==> config.mk <==
export PLATFORM = sky130hd
export DESIGN_NAME = rr_decoder_arbiter_flat
export DESIGN_NICKNAME = d
export VERILOG_FILES = /design/src/rtl/rr_decoder_arbiter_if.sv /design/src/rtl/rr_decoder_arbiter.sv /design/src/flat_wrapper.sv
export SDC_FILE = /design/constraint.sdc
export NUM_CORES = 1
export LEC_CHECK = 0
export BUFFER_PORTS_ARGS = -buffer_cell sky130_fd_sc_hd__clkbuf_2
export CAP_MARGIN = 20
export CORE_AREA = 2 2 80 82
export CTS_CLUSTER_DIAMETER = 50
export DETAILED_ROUTE_END_ITERATION = 10
export DIE_AREA = 0 0 82 84
export GPL_TIMING_DRIVEN = 0
export MAX_ROUTING_LAYER = met4
export PLACE_DENSITY_LB_ADDON = 0.08
export SETUP_SLACK_MARGIN = 0.05
export SYNTH_ARGS = -nofsm -noshare
export SYNTH_HDL_FRONTEND = slang
export SYNTH_SLANG_ARGS = --single-unit
==> constraint.sdc <==
create_clock -name clk -period 4.19 [get_ports clk]
set_clock_uncertainty 0.05 [all_clocks]
set_input_delay 0.6285 -clock clk [delete_from_list [all_inputs] [get_ports clk]]
set_output_delay 0.6285 -clock clk [all_outputs]
set_load 0.03 [all_outputs]
==> src/rtl/rr_decoder_arbiter_if.sv <==
// Request/grant bundle between the requesting agents and the round-robin arbiter.
// The master side drives requests; the slave side (the arbiter) returns the grant.
interface rr_decoder_arbiter_if #(
  parameter int NUM_REQ = 8,
  parameter int IDX_W   = 3
);
  logic [NUM_REQ-1:0] req;
  logic               gnt_valid;
  logic [IDX_W-1:0]   gnt_idx;
  logic [NUM_REQ-1:0] gnt_onehot;
  logic               preempt;

  modport master (
    output req,
    input  gnt_valid, gnt_idx, gnt_onehot, preempt
  );

  modport slave (
    input  req,
    output gnt_valid, gnt_idx, gnt_onehot, preempt
  );
endinterface

==> src/rtl/rr_decoder_arbiter.sv <==
// 8-way round-robin arbiter with a registered binary grant, a matching decoded
// one-hot select, and an optional hold limit that forces rotation under contention.
module rr_decoder_arbiter #(
  parameter int NUM_REQ  = 8,
  parameter int IDX_W    = 3,
  parameter int MAX_HOLD = 16
) (
  input  logic                clk,
  input  logic                rst_n,
  rr_decoder_arbiter_if.slave bus
);

  localparam int HOLD_W = (MAX_HOLD > 1) ? $clog2(MAX_HOLD) : 1;
  localparam logic [HOLD_W-1:0] HOLD_LAST = HOLD_W'((MAX_HOLD > 0) ? MAX_HOLD - 1 : 0);

  typedef enum logic {IDLE, GRANT} state_t;

  state_t              state, state_nxt;
  logic [IDX_W-1:0]    last_ptr, last_ptr_nxt;
  logic [HOLD_W-1:0]   hold_cnt, hold_cnt_nxt;
  logic                gnt_valid, gnt_valid_nxt;
  logic [IDX_W-1:0]    gnt_idx, gnt_idx_nxt;
  logic [NUM_REQ-1:0]  gnt_onehot, gnt_onehot_nxt;
  logic                preempt, preempt_nxt;

  logic [NUM_REQ-1:0]  others;
  logic [IDX_W:0]      pick_all, pick_oth;
  logic                limit_hit;

  // First set bit of cand searching upward from ptr+1 with wrap; MSB = found.
  function automatic logic [IDX_W:0] rr_pick(input logic [NUM_REQ-1:0] cand,
                                             input logic [IDX_W-1:0]   ptr);
    logic [IDX_W:0]   res;
    logic [IDX_W-1:0] idx;
    res = '0;
    for (int i = NUM_REQ; i >= 1; i--) begin
      idx = ptr + IDX_W'(i);
      if (cand[idx]) res = {1'b1, idx};
    end
    return res;
  endfunction

  function automatic logic [NUM_REQ-1:0] decode(input logic en, input logic [IDX_W-1:0] idx);
    return en ? (NUM_REQ'(1) << idx) : '0;
  endfunction

  assign others    = bus.req & ~decode(1'b1, gnt_idx);
  assign pick_all  = rr_pick(bus.req, last_ptr);
  assign pick_oth  = rr_pick(others, last_ptr);
  assign limit_hit = (MAX_HOLD != 0) && (hold_cnt == HOLD_LAST);

  always_comb begin
    state_nxt      = state;
    last_ptr_nxt   = last_ptr;
    hold_cnt_nxt   = hold_cnt;
    gnt_valid_nxt  = gnt_valid;
    gnt_idx_nxt    = gnt_idx;
    gnt_onehot_nxt = gnt_onehot;
    preempt_nxt    = 1'b0;
    unique case (state)
      IDLE: begin
        if (pick_all[IDX_W]) begin
          state_nxt      = GRANT;
          gnt_valid_nxt  = 1'b1;
          gnt_idx_nxt    = pick_all[IDX_W-1:0];
          gnt_onehot_nxt = decode(1'b1, pick_all[IDX_W-1:0]);
          last_ptr_nxt   = pick_all[IDX_W-1:0];
          hold_cnt_nxt   = '0;
        end
      end
      GRANT: begin
        if (!bus.req[gnt_idx]) begin
          // Owner released: hand over in the same edge, or fall back to idle.
          if (pick_all[IDX_W]) begin
            gnt_idx_nxt    = pick_all[IDX_W-1:0];
            gnt_onehot_nxt = decode(1'b1, pick_all[IDX_W-1:0]);
            last_ptr_nxt   = pick_all[IDX_W-1:0];
            hold_cnt_nxt   = '0;
          end else begin
            state_nxt      = IDLE;
            gnt_valid_nxt  = 1'b0;
            gnt_onehot_nxt = '0;
          end
        end else if (limit_hit) begin
          hold_cnt_nxt = '0;
          if (pick_oth[IDX_W]) begin
            gnt_idx_nxt    = pick_oth[IDX_W-1:0];
            gnt_onehot_nxt = decode(1'b1, pick_oth[IDX_W-1:0]);
            last_ptr_nxt   = pick_oth[IDX_W-1:0];
            preempt_nxt    = 1'b1;
          end
        end else if (MAX_HOLD != 0) begin
          hold_cnt_nxt = hold_cnt + 1'b1;
        end
      end
      default: state_nxt = IDLE;
    endcase
  end

  always_ff @(posedge clk or negedge rst_n) begin
    if (!rst_n) begin
      state      <= IDLE;
      last_ptr   <= IDX_W'(NUM_REQ - 1);
      hold_cnt   <= '0;
      gnt_valid  <= 1'b0;
      gnt_idx    <= '0;
      gnt_onehot <= '0;
      preempt    <= 1'b0;
    end else begin
      state      <= state_nxt;
      last_ptr   <= last_ptr_nxt;
      hold_cnt   <= hold_cnt_nxt;
      gnt_valid  <= gnt_valid_nxt;
      gnt_idx    <= gnt_idx_nxt;
      gnt_onehot <= gnt_onehot_nxt;
      preempt    <= preempt_nxt;
    end
  end

  assign bus.gnt_valid  = gnt_valid;
  assign bus.gnt_idx    = gnt_idx;
  assign bus.gnt_onehot = gnt_onehot;
  assign bus.preempt    = preempt;

endmodule

==> src/flat_wrapper.sv <==
// flat-port wrapper written by rule: the top's interface ports become plain ports
module rr_decoder_arbiter_flat 
#(
  parameter int NUM_REQ  = 8,
  parameter int IDX_W    = 3,
  parameter int MAX_HOLD = 16
)
  (clk, rst_n, bus_req, bus_gnt_valid, bus_gnt_idx, bus_gnt_onehot, bus_preempt);
  rr_decoder_arbiter_if #(.NUM_REQ(NUM_REQ), .IDX_W(IDX_W)) bus_i ();
  input  logic clk;
  input  logic rst_n;
  input wire logic [$bits(bus_i.req)-1:0] bus_req;
  output wire logic [$bits(bus_i.gnt_valid)-1:0] bus_gnt_valid;
  output wire logic [$bits(bus_i.gnt_idx)-1:0] bus_gnt_idx;
  output wire logic [$bits(bus_i.gnt_onehot)-1:0] bus_gnt_onehot;
  output wire logic [$bits(bus_i.preempt)-1:0] bus_preempt;
  assign bus_i.req = bus_req;
  assign bus_gnt_valid = bus_i.gnt_valid;
  assign bus_gnt_idx = bus_i.gnt_idx;
  assign bus_gnt_onehot = bus_i.gnt_onehot;
  assign bus_preempt = bus_i.preempt;
  rr_decoder_arbiter #(.NUM_REQ(NUM_REQ), .IDX_W(IDX_W), .MAX_HOLD(MAX_HOLD)) u_core (.clk(clk), .rst_n(rst_n), .bus(bus_i));
endmodule
---- After elaboration in Yosys (flattened, before gate mapping) ----
Cells that the tools add are included.
word-level totals
  register bits after elaboration ......... 21
  bits in latches ......................... 0
  memories ................................ 0
  bits in read-only memories .............. 0
  RAM bits ................................ 0
cells by class
  divide/modulo/power cells ............... 0
  multiply operators ...................... 0
  reductions and logical operators ........ 3
  add/subtract/negate cells ............... 8
  shift-type cells ........................ 3
  muxes and demuxes ....................... 79
  eq/ne operators ......................... 6
  bitwise operators ....................... 3
  magnitude comparators ................... 9
operators with widths
  cell                                                                      count
  4-bit two-way mux                                                         19
  1-bit binary-select mux with 3-bit select                                 17
  8-bit two-way mux                                                         5
  3-bit by 4-bit < comparator with 1-bit output (second input constant)     9
  1-bit two-way mux                                                         26
  1-bit by 3-bit left shift with 8-bit output (first input constant)        3
  3-bit two-way mux                                                         6
  8-bit one-hot mux with 2 select lines                                     1
  3-bit adder (second input constant)                                       4
  3-bit one-hot mux with 2 select lines                                     2
  8-bit AND                                                                 1
  8-bit NOT                                                                 1
  4-bit one-hot mux with 2 select lines                                     1
  3-bit by 2-bit adder with 3-bit output (second input constant)            2
  3-bit inequality test (second input constant)                             2
  3-bit AND reduction                                                       2
  4-bit by 1-bit adder with 4-bit output (second input constant)            1
  4-bit == test (second input constant)                                     1
  2-bit inequality test (second input constant)                             2
  1-bit one-hot mux with 2 select lines                                     2
  3-bit by 1-bit adder with 3-bit output (second input constant)            1
  2-bit by 1-bit inequality test with 1-bit output (second input constant)  1
  2-bit AND reduction                                                       1
  1-bit NOT                                                                 1

---- Longest topological paths before layout ----
Gate-level depths: netlist of run 1.
  depth after elaboration ................. 18
  mapped depth ............................ 13
  depth with buffers taken out ............ 10

---- Worst setup path after synthesis of run 1 ----
OpenSTA, ideal clock, no wires.
  path kind ............................... flip-flop to flip-flop
  start ................................... register u_core.last_ptr[0]
  end ..................................... register u_core.gnt_onehot[4] (netlist: u_core.bus.gnt_onehot[4])
  required time ........................... 4.049 ns
  slack ................................... 0.593 ns
  period minus slack after synthesis ...... 3.597 ns
  data arrival time ....................... 3.456 ns
  cell stages (with the launch flop) ...... 14
  path through ............................ dfstp_2 buf_6 buf_2 inv_1 ha_1 buf_2 mux4_2 mux2_2 or2_0 a2111oi_1 nor3_1 o21a_1 or2_1 o221ai_1
between the ends
  longest elaborated chain between the ends .. 15
  elaborated cells between the ends (all ways) .. 66
RTL lines
  item                                                                            line                                                RTL
  from (decl)                                                                     rr_decoder_arbiter.sv:19                            logic [IDX_W-1:0] last_ptr, last_ptr_nxt;
  from (signal assigned)                                                          rr_decoder_arbiter.sv:103                           last_ptr <= IDX_W'(NUM_REQ - 1);
  from (signal assigned)                                                          rr_decoder_arbiter.sv:111                           last_ptr <= last_ptr_nxt;
  3-bit adder or 1-bit binary-select mux with 3-bit select (tied branches)        rr_decoder_arbiter.sv:37, rr_decoder_arbiter.sv:38
  1-bit binary-select mux with 3-bit select or 1-bit two-way mux (tied branches)  rr_decoder_arbiter.sv:38                            if (cand[idx]) res = {1'b1, idx};
  1-bit two-way mux (implied by the code) or 4-bit two-way mux (tied branches)    rr_decoder_arbiter.sv:38
  4-bit two-way mux (7 in series)                                                 rr_decoder_arbiter.sv:38
  1-bit by 3-bit left shift with 8-bit output                                     rr_decoder_arbiter.sv:44                            return en ? (NUM_REQ'(1) << idx) : '0;
  8-bit two-way mux                                                               rr_decoder_arbiter.sv:86                            if (pick_oth[IDX_W]) begin
  8-bit two-way mux                                                               rr_decoder_arbiter.sv:84                            end else if (limit_hit) begin
  8-bit two-way mux                                                               rr_decoder_arbiter.sv:72                            if (!bus.req[gnt_idx]) begin
  8-bit one-hot mux with 2 select lines                                           rr_decoder_arbiter.sv:60                            unique case (state)
  to (signal assigned)                                                            rr_decoder_arbiter.sv:115                           gnt_onehot <= gnt_onehot_nxt;
  to (decl)                                                                       rr_decoder_arbiter.sv:23                            logic [NUM_REQ-1:0] gnt_onehot, gnt_onehot_nxt;
Several ways; a longest one is shown, not always the timed one. The select of a mux whose other input is x is not followed.
A chain may end at the register's enable or synchronous reset.

---- Worst setup path in the final report of run 1 ----
Same ends and word-level chain as after synthesis.

==> results.sh, run 1 <==
export IMPL_synth_top_cell_area_share=0.1555
export IMPL_critPathKind="reg -> reg"
export IMPL_drv_slew=0
export IMPL_grt_max_degree=22
export IMPL_worst_slack_ns=0.2097
export IMPL_h_tree_depth=1
export IMPL_grt_pass1_wl_microns=14020
export IMPL_postSynthAreaPerCell_sq_um=8.831
export IMPL_num_antenna_cells=0
export IMPL_n_fill_cell=592
export IMPL_crit_required_ns=4.31
export IMPL_clk_path_buf_depth=2
export IMPL_wire_per_inst_microns=20.28
export IMPL_gp_congestion=0.9151
export IMPL_yosys_register_bits=21
export IMPL_dieArea_sq_mm=0.006888
export IMPL_design_area_sq_mm=0.003213
export IMPL_grt_pass1_vias=2782
export IMPL_antenna_left=0
export IMPL_clk_latency_ns=0.26
export IMPL_synth_cell_types=78
export IMPL_max_slew_margin_rel=0.5459
export IMPL_place_ws_ns=0.04203
export IMPL_drt_initial_drc_count=269
export IMPL_synth_seq_area_share=0.1827
export IMPL_yosysTopAreaCell="dfrtp_1"
export IMPL_synth_nets=341
export IMPL_syn_inst=328
export IMPL_max_freq_ghz=0.2512
export IMPL_r2r_start="u_core.last_ptr[0]"
export IMPL_startpoint_type="register"
export IMPL_coreArea_sq_mm=0.006096
export IMPL_synth_area_sq_mm=0.002897
export IMPL_vias=2923
export IMPL_rr_endpoint="u_core.bus.gnt_onehot[4]"
export IMPL_fin_setup_tns_ns=0
export IMPL_end_kind="register"
export IMPL_synth_edf_count=0
export IMPL_area_delta_synth_final_pct=10.93
export IMPL_crit_path_max_fanout=10
export IMPL_regArea_sq_um=529.3
export IMPL_worst_pin_slew_ns=0.6763
export IMPL_cts_tree="yes"
export IMPL_ios=23
export IMPL_antenna_found_initial=0
export IMPL_r2r_cells=13
export IMPL_clock_sinks=21
export IMPL_multi_input_comb_area_sq_mm=0.002266
export IMPL_drc=0
export IMPL_hold_violations=0
export IMPL_die_w_microns=82
export IMPL_rrSetupSlack_ns=0.21
export IMPL_setup_viol=0
export IMPL_layout_commonest_cell="nand2_1"
export IMPL_final_util=0.5271
export IMPL_final_period_utilization=0.9500
export IMPL_gr_usage_all_layers=0.2683
export IMPL_place_area_sq_mm=0.003098
export IMPL_ys_warn_count=0
export IMPL_die_height_microns=84
export IMPL_grt_overflow=0
export IMPL_root_buffer="clkbuf_8"
export IMPL_synthFlopType="dfrtp_1"
export IMPL_period_needed_ns=3.980
export IMPL_synthTopCellsByArea="dfrtp_1, mux4_2, mux2i_1"
export IMPL_mostFrequentLayoutCells="nand2_1, nor2_1, clkbuf_2"
export IMPL_async_flop_share=1.000
export IMPL_cts_buffers=3
export IMPL_start_util=0.4752
export IMPL_drtPass1Iterations=5
export IMPL_critPathArrivalTime_ns=4.10
export IMPL_rows=29
export IMPL_cts_clk_slew_worst_paths_ns=0.07
export IMPL_ctsHoldBuffers=0
export IMPL_final_nets=369
export IMPL_cap_violations=0
export IMPL_drive_gt1_frac=0.2479
export IMPL_drt_vias_per_instance=6.766
export IMPL_finalWirelength_microns=8761
export IMPL_status="finished, final reports clean"
export IMPL_rsz0062_at_grt="no"
export IMPL_portBuffers=21
export IMPL_dp_hpwl_microns=6739
export IMPL_min_path_type="in -> async"
[routing by layer]
layer,share of wire,vias to the layer above,track usage
met3,0.038,19,0.01623
met5,0,-,-
li1,-,1371,-
met4,0.023,0,0.09394
met1,0.44,1444,0.3504
met2,0.50,89,0.4368
[area by class of cell]
class | instances | area share
timing repair buffer | 23 | 0.03738
clock buffer | 4 | 0.01402
sequential | 21 | 0.1647
inverter | 10 | 0.01168
tap | 77 | 0.02998
buffer | 20 | 0.03699
multi-input combinational | 277 | 0.7052
[synthesized netlist by cell type (7+ instances only)]
cell      instances
mux2i_1          12
o22ai_1           9
a21oi_1          16
buf_2             8
o211ai_1          7
dfrtp_1          18
nand2b_1         11
nor2_1           27
nand2_1          27
a211oi_1          8
o21ai_0          12
and2_1            8
inv_1             8
o221ai_1         11
mux4_2           14
[critical path: stages (launching register included)]
cell and delay, ns:
dfstp_2 0.54, buf_6 0.15, clkbuf_4 0.22, inv_1 0.15, ha_1 0.30, clkbuf_4 0.22
mux4_2 0.60, mux2_2 0.33, or2_0 0.20, a2111oi_1 0.34, nor3_1 0.11, o21a_2 0.20
or2_1 0.27, o221ai_1 0.19
[state kept, by name, summed over array words and instances (netlist names)]
| register | cells |
|---|---|
| u_core.last_ptr | 3 |
| u_core.bus.gnt_onehot | 8 |
| u_core.state | 1 |
| u_core.bus.preempt | 1 |
| u_core.bus.gnt_idx | 3 |
| u_core.hold_cnt | 4 |
| u_core.bus.gnt_valid | 1 |
[worst max-delay path by stage]
| stage | endpoint | slack (ns) | cells past startpoint | from |
|---|---|---|---|---|
| after global placement | u_core.bus.gnt_onehot[5] | 0.05 | 13 | u_core.last_ptr[0] |
| after CTS | u_core.bus.gnt_onehot[4] | 0.05 | 13 | u_core.last_ptr[0] |
| after floorplan | u_core.bus.gnt_onehot[4] | 0.59 | 13 | u_core.last_ptr[0] |
| final | u_core.bus.gnt_onehot[4] | 0.21 | 13 | u_core.last_ptr[0] |
| after detailed placement | u_core.bus.gnt_onehot[1] | 0.04 | 13 | u_core.last_ptr[0] |
| after global routing | u_core.bus.gnt_onehot[1] | 0.05 | 13 | u_core.last_ptr[0] |
[cells by family (layout without fill, tap and decap cells)]
family                   after synthesis  after routing  synth area share
AO/OA/AOI/OAI                        127            127            0.3413
XOR/XNOR                               6              6           0.02074
adder cells (fa/ha/maj)                4              4           0.01642
buffers and inverters                 30             57           0.05141
flip-flops                            21             21            0.1827
multiplexers                          34             34            0.1918
AND/OR/NAND/NOR                      106            106            0.1957
[stage by stage]
step,hold slack (ns),std cells
2_1_floorplan,0.2829,328
3_3_place_gp,0.4274,426
3_5_place_dp,0.4258,426
4_1_cts,0.2875,430
5_1_grt,0.3294,432
6_report,0.2768,432
[what timing repair did]
| action | 4_1_cts | 5_1_grt |
|---|---|---|
| gates resized for setup | 3 | 11 |
| endpoints found under the setup margin | 3 | 13 |
| hold endpoints to repair | 0 | 0 |
| setup buffers | 0 | 2 |
| pin swaps | 0 | 1 |
| gates cloned | 0 | 0 |
Power of run 1 is left out: the tool's default activity adds up to more than one toggle a clock period on the data nets, which glitch-free logic cannot reach.
==> run 2, diff against run 1 <==
- REMOVE_ABC_BUFFERS: not set -> 1
==> run 2 against run 1 <==
Against the previous run:
- first-iteration DRC count down 34%
- fmax up 2.4%
- critical path depth down 3
- wire length down 3.2%
- sequential share of layout area up 0.92 points
- critical path type unchanged
- highest routed layer unchanged
==> results.sh, run 2 (same netlist as run 1, synthesis figures left out) <==
export IMPL_critPathMaxStageDelay_ns=0.82
export IMPL_worst_slack_ns=0.3025
export IMPL_max_slew_margin_rel=0.5323
export IMPL_clock_sinks=21
export IMPL_cts_clk_slew_worst_paths_ns=0.07
export IMPL_rrSetupSlack_ns=0.30
export IMPL_startpoint_type="register"
export IMPL_cts_buffers=3
export IMPL_rsz0062_at_grt="no"
export IMPL_hold_violations=0
export IMPL_grt_pass1_wl_microns=13520
export IMPL_end_kind="register"
export IMPL_start_util=0.4752
export IMPL_max_freq_ghz=0.2572
export IMPL_critPathKind="reg -> reg"
export IMPL_gr_usage_all_layers=0.2556
export IMPL_crit_end="u_core.bus.gnt_onehot[0]"
export IMPL_cts_tree="yes"
export IMPL_top_register="u_core.bus.gnt_onehot"
export IMPL_r2r_start="u_core.last_ptr[1]"
export IMPL_dieArea_sq_mm=0.006888
export IMPL_min_path_type="in -> async"
export IMPL_antenna_left=0
export IMPL_ios=23
export IMPL_crit_slowest_cell="dfstp_4"
export IMPL_h_tree_depth=1
export IMPL_drive_gt1_frac=0.2083
export IMPL_drt_vias_per_instance=6.833
export IMPL_cp_cell_sequence="inv_2 > ha_4 > mux4_2 > mux2_2 > or2_0 > a2111oi_1 > nor3_1 > o21a_1 > or2_1 > o221ai_1"
export IMPL_multi_input_comb_area_sq_mm=0.002232
export IMPL_die_height_microns=84
export IMPL_clk_path_buf_depth=2
export IMPL_worst_pin_slew_ns=0.6940
export IMPL_largest_register_ffs=8
export IMPL_dp_cells=407
export IMPL_cap_violations=0
export IMPL_design_area_sq_mm=0.003087
export IMPL_n_fill_cell=604
export IMPL_root_buffer="clkbuf_8"
export IMPL_critPathArrivalTime_ns=4.00
export IMPL_drv_slew=0
export IMPL_grt_overflow=0
export IMPL_setup_viol=0
export IMPL_final_nets=350
export IMPL_crit_path_max_fanout=24
export IMPL_wire_per_inst_microns=20.53
export IMPL_coreArea_sq_mm=0.006096
export IMPL_setup_worst_path_start="u_core.last_ptr[1]"
export IMPL_final_util=0.5064
export IMPL_dp_hpwl_microns=6166
export IMPL_critPathBufInv=1
export IMPL_status="finished, final reports clean"
export IMPL_finalWirelength_microns=8480
export IMPL_die_w_microns=82
export IMPL_crit_required_ns=4.31
export IMPL_regArea_sq_um=536.8
export IMPL_finalNonFillerCells=413
export IMPL_rows=29
export IMPL_place_area_sq_mm=0.002992
export IMPL_drt_initial_drc_count=178
export IMPL_num_antenna_cells=0
export IMPL_clk_latency_ns=0.26
export IMPL_drc=0
export IMPL_drtPass1Iterations=4
export IMPL_mostFrequentLayoutCells="nand2_1, nor2_1, clkbuf_2"
export IMPL_portBuffers=22
export IMPL_final_period_utilization=0.9278
export IMPL_ctsHoldBuffers=0
export IMPL_grt_max_degree=39
export IMPL_rr_endpoint="u_core.bus.gnt_onehot[0]"
export IMPL_cp_depth=10
export IMPL_grt_pass1_vias=2666
export IMPL_gp_congestion=0.9791
export IMPL_period_needed_ns=3.887
export IMPL_area_delta_synth_final_pct=6.566
export IMPL_vias=2822
export IMPL_antenna_found_initial=0
export IMPL_reg_largest_list="u_core.bus.gnt_onehot x8, u_core.hold_cnt x4"
export IMPL_r2r_cells=10
export IMPL_place_ws_ns=-0.7660
export IMPL_critical_path_top_delay_family="multiplexers"
==> run 2: cell count changes in the layout (fill, tap and decap cells not counted), moves of 3 or more <==
cell	change
buf_2	-6
clkbuf_1	-4
buf_4	-3
buf_6	-3
==> run 2: timing repair <==
item	4_1_cts	5_1_grt
gates resized for setup	5	0
pin swaps	0	1
setup buffers	0	2
cloned	0	0
endpoints found under the setup margin	20	14
==> run 2: worst min path at each step <==
stage	startpoint	endpoint	slack (ns)	cells past startpoint
finish	rst_n	u_core.hold_cnt[0]	0.28	1
global route	rst_n	u_core.bus.gnt_onehot[7]	0.33	1
CTS	rst_n	u_core.hold_cnt[0]	0.29	1
detailed placement	u_core.bus.gnt_onehot[3]	u_core.bus.gnt_onehot[3]	0.43	2
global placement	u_core.bus.gnt_onehot[7]	u_core.bus.gnt_onehot[7]	0.43	2
floorplan	rst_n	u_core.bus.gnt_idx[0]	0.28	0
==> run 2: final cells by class <==
type,instances,share of cell area
Inverter,10,0.01216
Tap cell,77,0.03121
Timing Repair Buffer,24,0.04499
Clock buffer,4,0.01459
Sequential cell,21,0.1739
Multi-Input combinational cell,277,0.7231
==> run 2: stage by stage <==
stage | hold WS (ns) | setup TNS (ns)
floorplan | 0.2829 | 0
global placement | 0.4289 | -10.02
detailed placement | 0.4250 | -11.02
CTS | 0.2936 | 0
global route | 0.3278 | 0
finish | 0.2760 | 0
==> run 2: per-layer routing <==
| metal | share of wire | vias to the layer above | wire length, microns | track usage |
|---|---|---|---|---|
| met5 | 0 | - | 0 | - |
| met3 | 0.041 | 21 | 344 | 0.01299 |
| met2 | 0.49 | 83 | 4152 | 0.4117 |
| met4 | 0.029 | 0 | 246 | 0.08485 |
| met1 | 0.44 | 1376 | 3737 | 0.3418 |
| li1 | - | 1342 | - | - |
Power of run 2 is left out for the same reason.
==> run 3, diff against run 2 <==
- GPL_TIMING_DRIVEN: 0 -> not set
- clock period: 4.19 -> 3.2 ns (I/O delays scaled with it)
==> run 3 against run 2 <==
Against the previous run:
- via count grew 8.1%
- non-clock buffer count grew 57
- hold slack got worse by 0.15 ns
- critical path depth increased by 1
- core utilization up 9.8 points
- sequential cell count is the same
- critical path type unchanged
==> results.sh, run 3 (same netlist as run 1, synthesis figures left out) <==
export IMPL_gp_congestion=0.9511
export IMPL_hold_ws_ns=0.1260
export IMPL_rrSetupSlack_ns=0.04
export IMPL_rsz0062_at_grt="yes"
export IMPL_drt_initial_drc_count=321
export IMPL_crit_path_max_fanout=6
export IMPL_cap_violations=0
export IMPL_wire_per_inst_microns=19.56
export IMPL_clk_path_buf_depth=2
export IMPL_top_register="u_core.bus.gnt_onehot"
export IMPL_antenna_left=0
export IMPL_rr_endpoint="u_core.bus.gnt_onehot[4]"
export IMPL_critPathKind="reg -> reg"
export IMPL_antenna_found_initial=0
export IMPL_cts_clk_slew_worst_paths_ns=0.08
export IMPL_max_slew_margin_rel=0.5907
export IMPL_coreArea_sq_mm=0.006096
export IMPL_h_tree_depth=1
export IMPL_finalNonFillerCells=470
export IMPL_grt_pass1_wl_microns=14880
export IMPL_die_w_microns=82
export IMPL_reg_largest_list="u_core.bus.gnt_onehot x8, u_core.hold_cnt x4"
export IMPL_dp_cells=464
export IMPL_min_path_type="in -> async"
export IMPL_grt_overflow=0
export IMPL_max_freq_ghz=0.3160
export IMPL_layout_commonest_cell="buf_4"
export IMPL_num_antenna_cells=0
export IMPL_r2r_cells=11
export IMPL_clock_sinks=21
export IMPL_worst_pin_slew_ns=0.6139
export IMPL_end_kind="register"
export IMPL_setup_viol=0
export IMPL_rows=29
export IMPL_drc=0
export IMPL_dieArea_sq_mm=0.006888
export IMPL_drt_vias_per_instance=6.491
export IMPL_status="finished, final reports clean"
export IMPL_cts_buffers=3
export IMPL_die_height_microns=84
export IMPL_ios=23
export IMPL_clk_latency_ns=0.27
export IMPL_dp_hpwl_microns=7177
export IMPL_mostFrequentLayoutCells="buf_4, nand2_1, nor2_1"
export IMPL_n_fill_cell=557
export IMPL_area_delta_synth_final_pct=27.21
export IMPL_drive_gt1_frac=0.3842
export IMPL_grt_max_degree=25
export IMPL_r2r_start="u_core.last_ptr[0]"
export IMPL_ctsHoldBuffers=0
export IMPL_gr_usage_all_layers=0.2870
export IMPL_start_util=0.4752
export IMPL_portBuffers=22
export IMPL_final_nets=407
export IMPL_period_needed_ns=3.164
export IMPL_final_period_utilization=0.9888
export IMPL_drv_slew=0
export IMPL_largest_register_ffs=8
export IMPL_grt_pass1_vias=2900
export IMPL_finalWirelength_microns=9192
export IMPL_vias=3051
export IMPL_crit_required_ns=3.33
export IMPL_drtPass1Iterations=5
export IMPL_root_buffer="clkbuf_8"
export IMPL_critPathArrivalTime_ns=3.29
export IMPL_startpoint_type="register"
export IMPL_hold_violations=0
export IMPL_cts_tree="yes"
run 3: changes by cell type in the layout (fill, tap and decap cells not counted), moves of 3 or more:
cell	change
buf_4	+53
buf_6	+4
a211oi_1	-3
a211oi_2	+3
run 3: through the flow:
step / util / setup TNS, ns / setup slack [ns] / instance area, sq um
floorplan: - / -13.83 / -0.8990 / 2785
global placement: 0.5610 / -0.4352 / -0.07974 / 3420
detailed placement: 0.5610 / -0.5134 / -0.1213 / 3420
CTS: 0.5817 / 0 / 0.007362 / 3546
global route: 0.6045 / -0.4143 / -0.07226 / 3685
finish: 0.6045 / 0 / 0.03577 / 3685
run 3: critical path, stage by stage, from the launching register on:
cell and delay, ns:
dfstp_2 0.57, inv_2 0.06, ha_4 0.27, mux4_2 0.53, buf_6 0.14, mux2_4 0.26
or2_4 0.26, a2111oi_4 0.27, nor3_1 0.09, o21a_2 0.19, or2_4 0.27, o221ai_2 0.13
run 3: layout make-up:
| cell class | instances | area (sq um) | share of cell area |
|---|---|---|---|
| sequential | 21 | 529.3 | 0.1436 |
| inverter | 10 | 37.54 | 0.01019 |
| clock buffer | 4 | 45.04 | 0.01222 |
| tap | 77 | 96.34 | 0.02615 |
| multi-input combinational | 277 | 2384 | 0.6469 |
| timing repair buffer | 81 | 593.1 | 0.1610 |
run 3: repair_timing:
item	CTS	global route
cloned	0	0
pin swaps	11	8
resized for setup	16	31
endpoints found under the setup margin	14	18
hold endpoints to repair	0	0
buffers inserted	1	1
run 3: worst max path at each step:
| stage | start | to | slack (ns) | depth (start not counted) |
|---|---|---|---|---|
| final | u_core.last_ptr[0] | u_core.bus.gnt_onehot[4] | 0.04 | 11 |
| after global routing | u_core.last_ptr[0] | u_core.bus.gnt_onehot[0] | -0.07 | 12 |
| after CTS | u_core.last_ptr[0] | u_core.bus.gnt_onehot[4] | 0.007 | 10 |
| after detailed placement | u_core.last_ptr[0] | u_core.bus.gnt_onehot[0] | -0.12 | 11 |
| after global placement | u_core.last_ptr[0] | u_core.bus.gnt_onehot[1] | -0.08 | 11 |
| after floorplan | u_core.last_ptr[0] | u_core.bus.gnt_onehot[4] | -0.90 | 10 |
run 3: per-layer routing:
metal  track usage  routed length, microns
met3      0.008658                     320
met4        0.1030                     327
met5             -                       0
met2        0.4701                    4581
met1        0.3767                    3963
Power of run 3 is left out for the same reason.
